File: src/rtl/firewall_enforcer.sv
// firewall_enforcer: holds one upstream transaction at a time, presents it to
// the external packet filter, and either forwards it downstream or drops it.
// A run of LOCK_THRESH consecutive violations blocks all traffic for
// LOCK_CYCLES cycles, or until clr_lock ends the lockdown early.
//
// Handshakes: a transfer happens on a rising edge where valid && ready are
// both high. Once m_valid is raised it stays high, with m_* unchanged, until
// that transfer; s_ready is high only while the block is idle.
module firewall_enforcer #(
    parameter int LOCK_THRESH = 4,
    parameter int LOCK_CYCLES = 256,
    parameter int CNT_W       = 16
) (
    input  logic             clk,
    input  logic             rst_n,
    input  logic             s_valid,
    output logic             s_ready,
    input  logic [15:0]      s_addr,
    input  logic [3:0]       s_cmd,
    input  logic [31:0]      s_data,
    output logic [15:0]      f_addr,
    output logic [3:0]       f_cmd,
    output logic [31:0]      f_data,
    input  logic             f_violation,
    output logic             m_valid,
    input  logic             m_ready,
    output logic [15:0]      m_addr,
    output logic [3:0]       m_cmd,
    output logic [31:0]      m_data,
    output logic             drop_pulse,
    output logic             lockdown,
    output logic [CNT_W-1:0] viol_count,
    input  logic             clr_lock,
    output logic [2:0]       dbg_state
);

    localparam int STRIKE_W = $clog2(LOCK_THRESH + 1);
    localparam int TIMER_W  = $clog2(LOCK_CYCLES + 1);

    typedef enum logic [2:0] {
        IDLE    = 3'd0,
        CHECK   = 3'd1,
        JUDGE   = 3'd2,
        FORWARD = 3'd3,
        LOCK    = 3'd4
    } state_t;

    state_t              state;
    state_t              state_next;
    logic [15:0]         h_addr;
    logic [3:0]          h_cmd;
    logic [31:0]         h_data;
    logic [STRIKE_W-1:0] strikes;
    logic [STRIKE_W-1:0] strike_new;
    logic [TIMER_W-1:0]  timer;
    logic                judge_viol;
    logic                lock_hit;
    logic                lock_exit;

    // The filter and the downstream port both see the held copy.
    assign f_addr    = h_addr;
    assign f_cmd     = h_cmd;
    assign f_data    = h_data;
    assign m_addr    = h_addr;
    assign m_cmd     = h_cmd;
    assign m_data    = h_data;
    assign s_ready   = (state == IDLE);
    assign m_valid   = (state == FORWARD);
    assign lockdown  = (state == LOCK);
    assign dbg_state = state;

    // Next-state decode plus the strike/lock decisions taken in JUDGE.
    always_comb begin
        state_next = state;
        judge_viol = (state == JUDGE) && f_violation;
        // A clr_lock that lands on a violating verdict still counts that strike.
        strike_new = clr_lock ? STRIKE_W'(1) : strikes + STRIKE_W'(1);
        lock_hit   = judge_viol && (strike_new == STRIKE_W'(LOCK_THRESH));
        lock_exit  = 1'b0;
        case (state)
            IDLE:    if (s_valid) state_next = CHECK;
            CHECK:   state_next = JUDGE;
            JUDGE: begin
                if (!f_violation) state_next = FORWARD;
                else if (lock_hit) state_next = LOCK;
                else               state_next = IDLE;
            end
            FORWARD: if (m_ready) state_next = IDLE;
            LOCK: begin
                if (clr_lock || timer == TIMER_W'(1)) begin
                    state_next = IDLE;
                    lock_exit  = 1'b1;
                end
            end
            default: state_next = IDLE;
        endcase
    end

    // State register.
    always_ff @(posedge clk or negedge rst_n) begin
        if (!rst_n) state <= IDLE;
        else        state <= state_next;
    end

    // Hold registers, drop pulse, violation counter, strike count and lock timer.
    always_ff @(posedge clk or negedge rst_n) begin
        if (!rst_n) begin
            h_addr     <= '0;
            h_cmd      <= '0;
            h_data     <= '0;
            drop_pulse <= 1'b0;
            viol_count <= '0;
            strikes    <= '0;
            timer      <= '0;
        end else begin
            if (s_valid && s_ready) begin
                h_addr <= s_addr;
                h_cmd  <= s_cmd;
                h_data <= s_data;
            end
            drop_pulse <= judge_viol;
            if (judge_viol && viol_count != {CNT_W{1'b1}})
                viol_count <= viol_count + CNT_W'(1);
            if (state == JUDGE)
                strikes <= f_violation ? strike_new : '0;
            else if (clr_lock || lock_exit)
                strikes <= '0;
            if (lock_hit)
                timer <= TIMER_W'(LOCK_CYCLES);
            else if (state == LOCK)
                timer <= lock_exit ? '0 : timer - TIMER_W'(1);
        end
    end

endmodule

File: config.mk
export PLATFORM = sky130hd
export DESIGN_NAME = firewall_enforcer
export DESIGN_NICKNAME = d
export VERILOG_FILES = /design/src/rtl/firewall_enforcer.sv
export SDC_FILE = /design/constraint.sdc
export NUM_CORES = 1
export LEC_CHECK = 0
export CORE_UTILIZATION = 45
export DETAILED_ROUTE_END_ITERATION = 6
export GPL_ROUTABILITY_DRIVEN = 0
export PLACE_DENSITY = 0.91
export SLEW_MARGIN = 40
export SYNTH_ARGS = -nofsm -noshare
export SYNTH_HDL_FRONTEND = slang
export SYNTH_SLANG_ARGS = --single-unit
File: constraint.sdc
create_clock -name clk -period 2.75 [get_ports clk]
set_input_delay 0.55 -clock clk [delete_from_list [all_inputs] [get_ports clk]]
set_output_delay 0.55 -clock clk [all_outputs]
set_load 0.03 [all_outputs]
======== Word level (Yosys, flattened, before mapping) ========
Cells that the tools add are included.
storage, ports and cells
  register bits after elaboration ......... 84
  word-level logic and storage cells ...... 46
  output and inout bits ................... 127
cells by class
  add/subtract/negate cells ............... 3
  reductions and logical operators ........ 10
  muxes and demuxes ....................... 15
  eq/ne operators ......................... 10
operator list
  cell                   number
  $mux 3                 9
  $mux 9                 3
  $add 16x1->16 const B  1
  $ne 16x16->1 const B   1
  $pmux 3 s5             1
  $eq 9x1->1 const B     1
  $sub 9x1->9 const B    1
  $eq 3x2->1 const B     2
  $eq 3x3->1 const B     2
  $logic_and 1x1->1      4
  $ne 2x1->1 const B     2
  $reduce_bool 2->1      2
  $add 3x1->3 const B    1
  $eq 3x1->1 const B     1
  $logic_not 3->1        1
  $reduce_and 3->1       1
  $logic_or 1x1->1       2
  $mux 1                 2
  $ne 2x2->1 const B     1

======== Depth between registers and ports, before layout ========
  depth after elaboration ................. 7
  gate-level depth with buffers ........... 7
  gate-level depth less buffers ........... 6

======== Least setup slack after synthesis ========
No wires, ideal clock.
  path type ............................... register to register
  from .................................... reg state[1], in the netlist dbg_state[1]
  to ...................................... reg h_addr[0], in the netlist f_addr[0]
  required time ........................... 2625 ps
  clock period less this slack ............ 2431 ps
  data arrival time ....................... 2306 ps
  setup time .............................. 125 ps
  stages on the path, launching flop included .. 7
  slack ................................... 319 ps
  path through ............................ dfrtp_1 > buf_2 > nor3_1 > and2_1 > buf_2 > buf_4 > mux2_2
on the way
  longest elaborated chain between the ends .. 2
RTL lines
  what                      RTL line  RTL
  start: declaration        48        state_t state;
  start signal: assignment  102       else state <= state_next;
  $logic_not 3->1           67        assign s_ready = (state == IDLE);
  named net s_ready         17        output logic s_ready,
  $logic_and 1x1->1         116       if (s_valid && s_ready) begin
  end signal: assignment    117       h_addr <= s_addr;
  end: declaration          50        logic [15:0] h_addr;
The timed path passes the listed nets, and every way through them passes these cells.
A chain may end at the register's enable or synchronous reset.

======== Final worst setup path ========
  from .................................... reg state[2], in the netlist dbg_state[2]
  to ...................................... out lockdown
on the way
  longest elaborated chain between the ends .. 1
RTL lines
  what              RTL line  RTL
  $eq 3x3->1        69        assign lockdown = (state == LOCK);
  end: declaration  31        output logic lockdown,
Every way passes these cells.

==> key figures <==
Status
  • Status: finished, final reports clean

Timing
  • Worst setup margin: ~150 ps
  • Slew margin rel.: 0.579
  • Sum of negative setup slack: 0 ps
  • Final Skew: 9.55 ps
  • Final period utilization: 0.944
  • Worst slew pin tran: around 620 ps
  • Fin crit period: ~2600 ps
  • Final hold vios: 0
  • RSZ-0062 raised after global routing: no
  • Setup violations, final: 0
  • Max-slew violation count: 0
  • Highest clock rate: 385 MHz

Floorplan
  • Initial Utilization: 0.464
  • Die area: ~0.0094 mm2
  • Die W: approximately 97 um
  • Die height: 96.8 um
  • Rows: 34
  • IO Pins: ~190
  • Core footprint: around 0.0087 mm2

Placed design
  • PortBufs: ~180
  • Placement Cell Area: ~0.0056 mm2
  • Setup WS pre-CTS: around 420 ps
  • DP Wirelength: about 7500 um

Global route
  • GRT overflow: 0
  • Number of global-route vias before repair: 2977
  • Antenna violations before repair: 0
  • Largest net degree at the start of global routing: 44
  • Total GRT Usage: 0.208
  • First-pass GRT wire length: around 16000 um

Clock network
  • Post-CTS Hold Buffers: 0
  • Setup Buffers After CTS: 0
  • Max Buffers Root-to-Sink: 2
  • CTS tree: built
  • Worst-path clk slew: about 90 ps
  • Num CTS Buffers: 9
  • Clk_lat worst skew: between 300 and 400 ps
  • Clk sink count: 84
  • H-tree depth: 3
  • PostCTS Resize Cnt: 0
  • Root Driver: clkbuf_8

Power
  • Leak: approximately 0.0025 uW
  • P per Cell Area: ~1300 mW/mm2
  • Max VDD drop: between 0.6 and 0.7 mV

Finish
  • Diode count: 0
  • Final nets: between 500 and 600
  • Final non-filler cell area: between 0.005 and 0.006 mm2
  • Layout cell share with drive strength beyond 1: 0.184
  • Area grow syn2layout: 45.9%

Yosys
  • Top FF cell, synth: dfrtp_1
  • Post-synth EDFFs: 0
  • Area contributors post-synth: dfrtp_1 (52%), mux2_2 (15%), buf_4 (11%), xor2_1 (2.6%), nand3_1 (1.5%)
  • Synth Register Bits: 84
  • Post-synthesis simple-gate area fraction: 0.116
  • Adder-Cell Fraction of Synth Area: 0.0124
  • Post-Syn Area: approximately 0.004 mm2
  • Ys async rst share: 1.00
  • Yosys top cell area share: 0.519
  • Largest family of logic cells by synthesized area: multiplexers
  • Post-synthesis mux area share: 0.155
  • Synth Area in XOR/XNOR: 0.0389
  • Most frequent cell after synthesis: dfrtp_1
  • Post-synthesis sequential area ratio: 0.519
  • Mapped Nets: between 300 and 400
  • Compound-Gate Fraction of Synth Area: 0.0389
  • Syn_area_per_cell: ~12 um2
  • Synth Instances: between 300 and 400
  • Top cells by instance count after synthesis: dfrtp_1 (84), buf_4 (58), mux2_2 (53)
  • Post-synth top area cell: dfrtp_1
  • Ys Warns: 0
  • Netlist cell types: 47

Critical path
  • R2r setup slk: between 600 and 700 ps
  • Crit. End Element: output port
  • Setup crit start kind: flip-flop
  • R2r endpoint: timer[3]
  • R2R depth: 6
  • WP data required: roughly 2200 ps
  • Crit path DAT: between 2000 and 2500 ps
  • CP Max Fanout: 10
  • WS Path Type: reg2out
  • Reg-to-reg startpoint: timer[1]

Flow run
  • MaxCap Viol Count: 0

Drt
  • Via/cell ratio: approximately 5.2
  • DR WL/cell: between 15 and 20 um
  • Routed wire length: about 9700 um
  • Routed via count: 3080
  • DRC Markers: 0
  • Initial DRC count: around 80
  • Initial DRT Pass Iterations: 4
  • Post-route ant nets: 0

Worst hold path
  • Min-Delay Path Class: in2async
-- worst max-delay path by stage --
stage / from / end / slack, ps / cells after the start
finish: dbg_state[2] / lockdown / 150 / 3
global route: dbg_state[2] / lockdown / 60 / 3
CTS: dbg_state[2] / lockdown / 40 / 3
detailed placement: dbg_state[2] / lockdown / 420 / 3
global placement: f_violation / viol_count[12] / 460 / 6
floorplan: dbg_state[1] / f_addr[0] / 320 / 6
-- metal layers --
metal / part of all wire / track usage
met5: 0 / 0
met2: 0.55 / 0.388
met1: 0.38 / 0.237
met3: 0.051 / 0.0484
met4: 0.018 / 0.0586
-- flip-flops by register name, summed over array words and instances (netlist names) --
signal,count
f_data,32
f_addr,16
viol_count,16
timer,9
f_cmd,4
dbg_state,3
strikes,3
drop_pulse,1
-- area by class of cell --
| type | count | area (um2) |
|---|---|---|
| fillers | 661 | 2810 |
| flip-flops and latches | 84 | 2100 |
| repair buffers | 191 | 1920 |
| multi-input cells | 181 | 1460 |
| clock buffers | 11 | 151 |
| well taps | 108 | 135 |
| clock inverters | 5 | 106 |
| inverters | 7 | 31.3 |
-- report_power, final --
group          switching [uW]  internal [uW]
registers                 382           1700
clock network             446            657
logic                    2480           1980
-- stage by stage --
stage,util,hold slack (ps),cells,power [uW]
floorplan,-,254,334,5100
global placement,0.647,497,571,6480
detailed placement,0.647,510,571,6610
CTS,0.677,193,587,7710
global route,0.677,195,587,7970
finish,0.677,177,587,7640
-- layout by cell type, fill, tap and decap left out, types with 2 or more instances in the layout --
master | Yosys | final
clkdlybuf4s50_1 | 0 | 183
dfrtp_1 | 84 | 84
mux2_2 | 53 | 53
nand3_1 | 12 | 12
xor2_1 | 12 | 12
nand2_1 | 11 | 11
clkbuf_8 | 0 | 11
nor3_1 | 10 | 10
a21oi_1 | 10 | 10
nor2_1 | 10 | 10
nand4_1 | 7 | 7
inv_1 | 6 | 6
xnor2_1 | 6 | 6
buf_4 | 58 | 6
nor4_1 | 4 | 4
ha_1 | 4 | 4
and3_1 | 3 | 3
o21ai_0 | 3 | 3
mux2i_1 | 3 | 3
bufinv_16 | 0 | 3
a211oi_1 | 2 | 2
nor4_2 | 2 | 2
a22oi_1 | 2 | 2
nor2b_1 | 2 | 2
nor3b_1 | 2 | 2
buf_12 | 0 | 2
-- logic make-up after synthesis --
| group | Yosys count |
|---|---|
| muxes | 56 |
| and+or+nand+nor | 78 |
| adders and majority gates | 4 |
| AOI/OAI and AO/OA | 25 |
| DFF | 84 |
| buffers and inverters | 69 |
| xor gates and xnor gates | 18 |
-- critical path: stages, from the launching register on --
cell and delay (ps):
dfrtp_1 450, or3b_4 480, clkinv_4 110, clkdlybuf4s50_1 670
No activity file was read; power rests on OpenSTA's default activity.
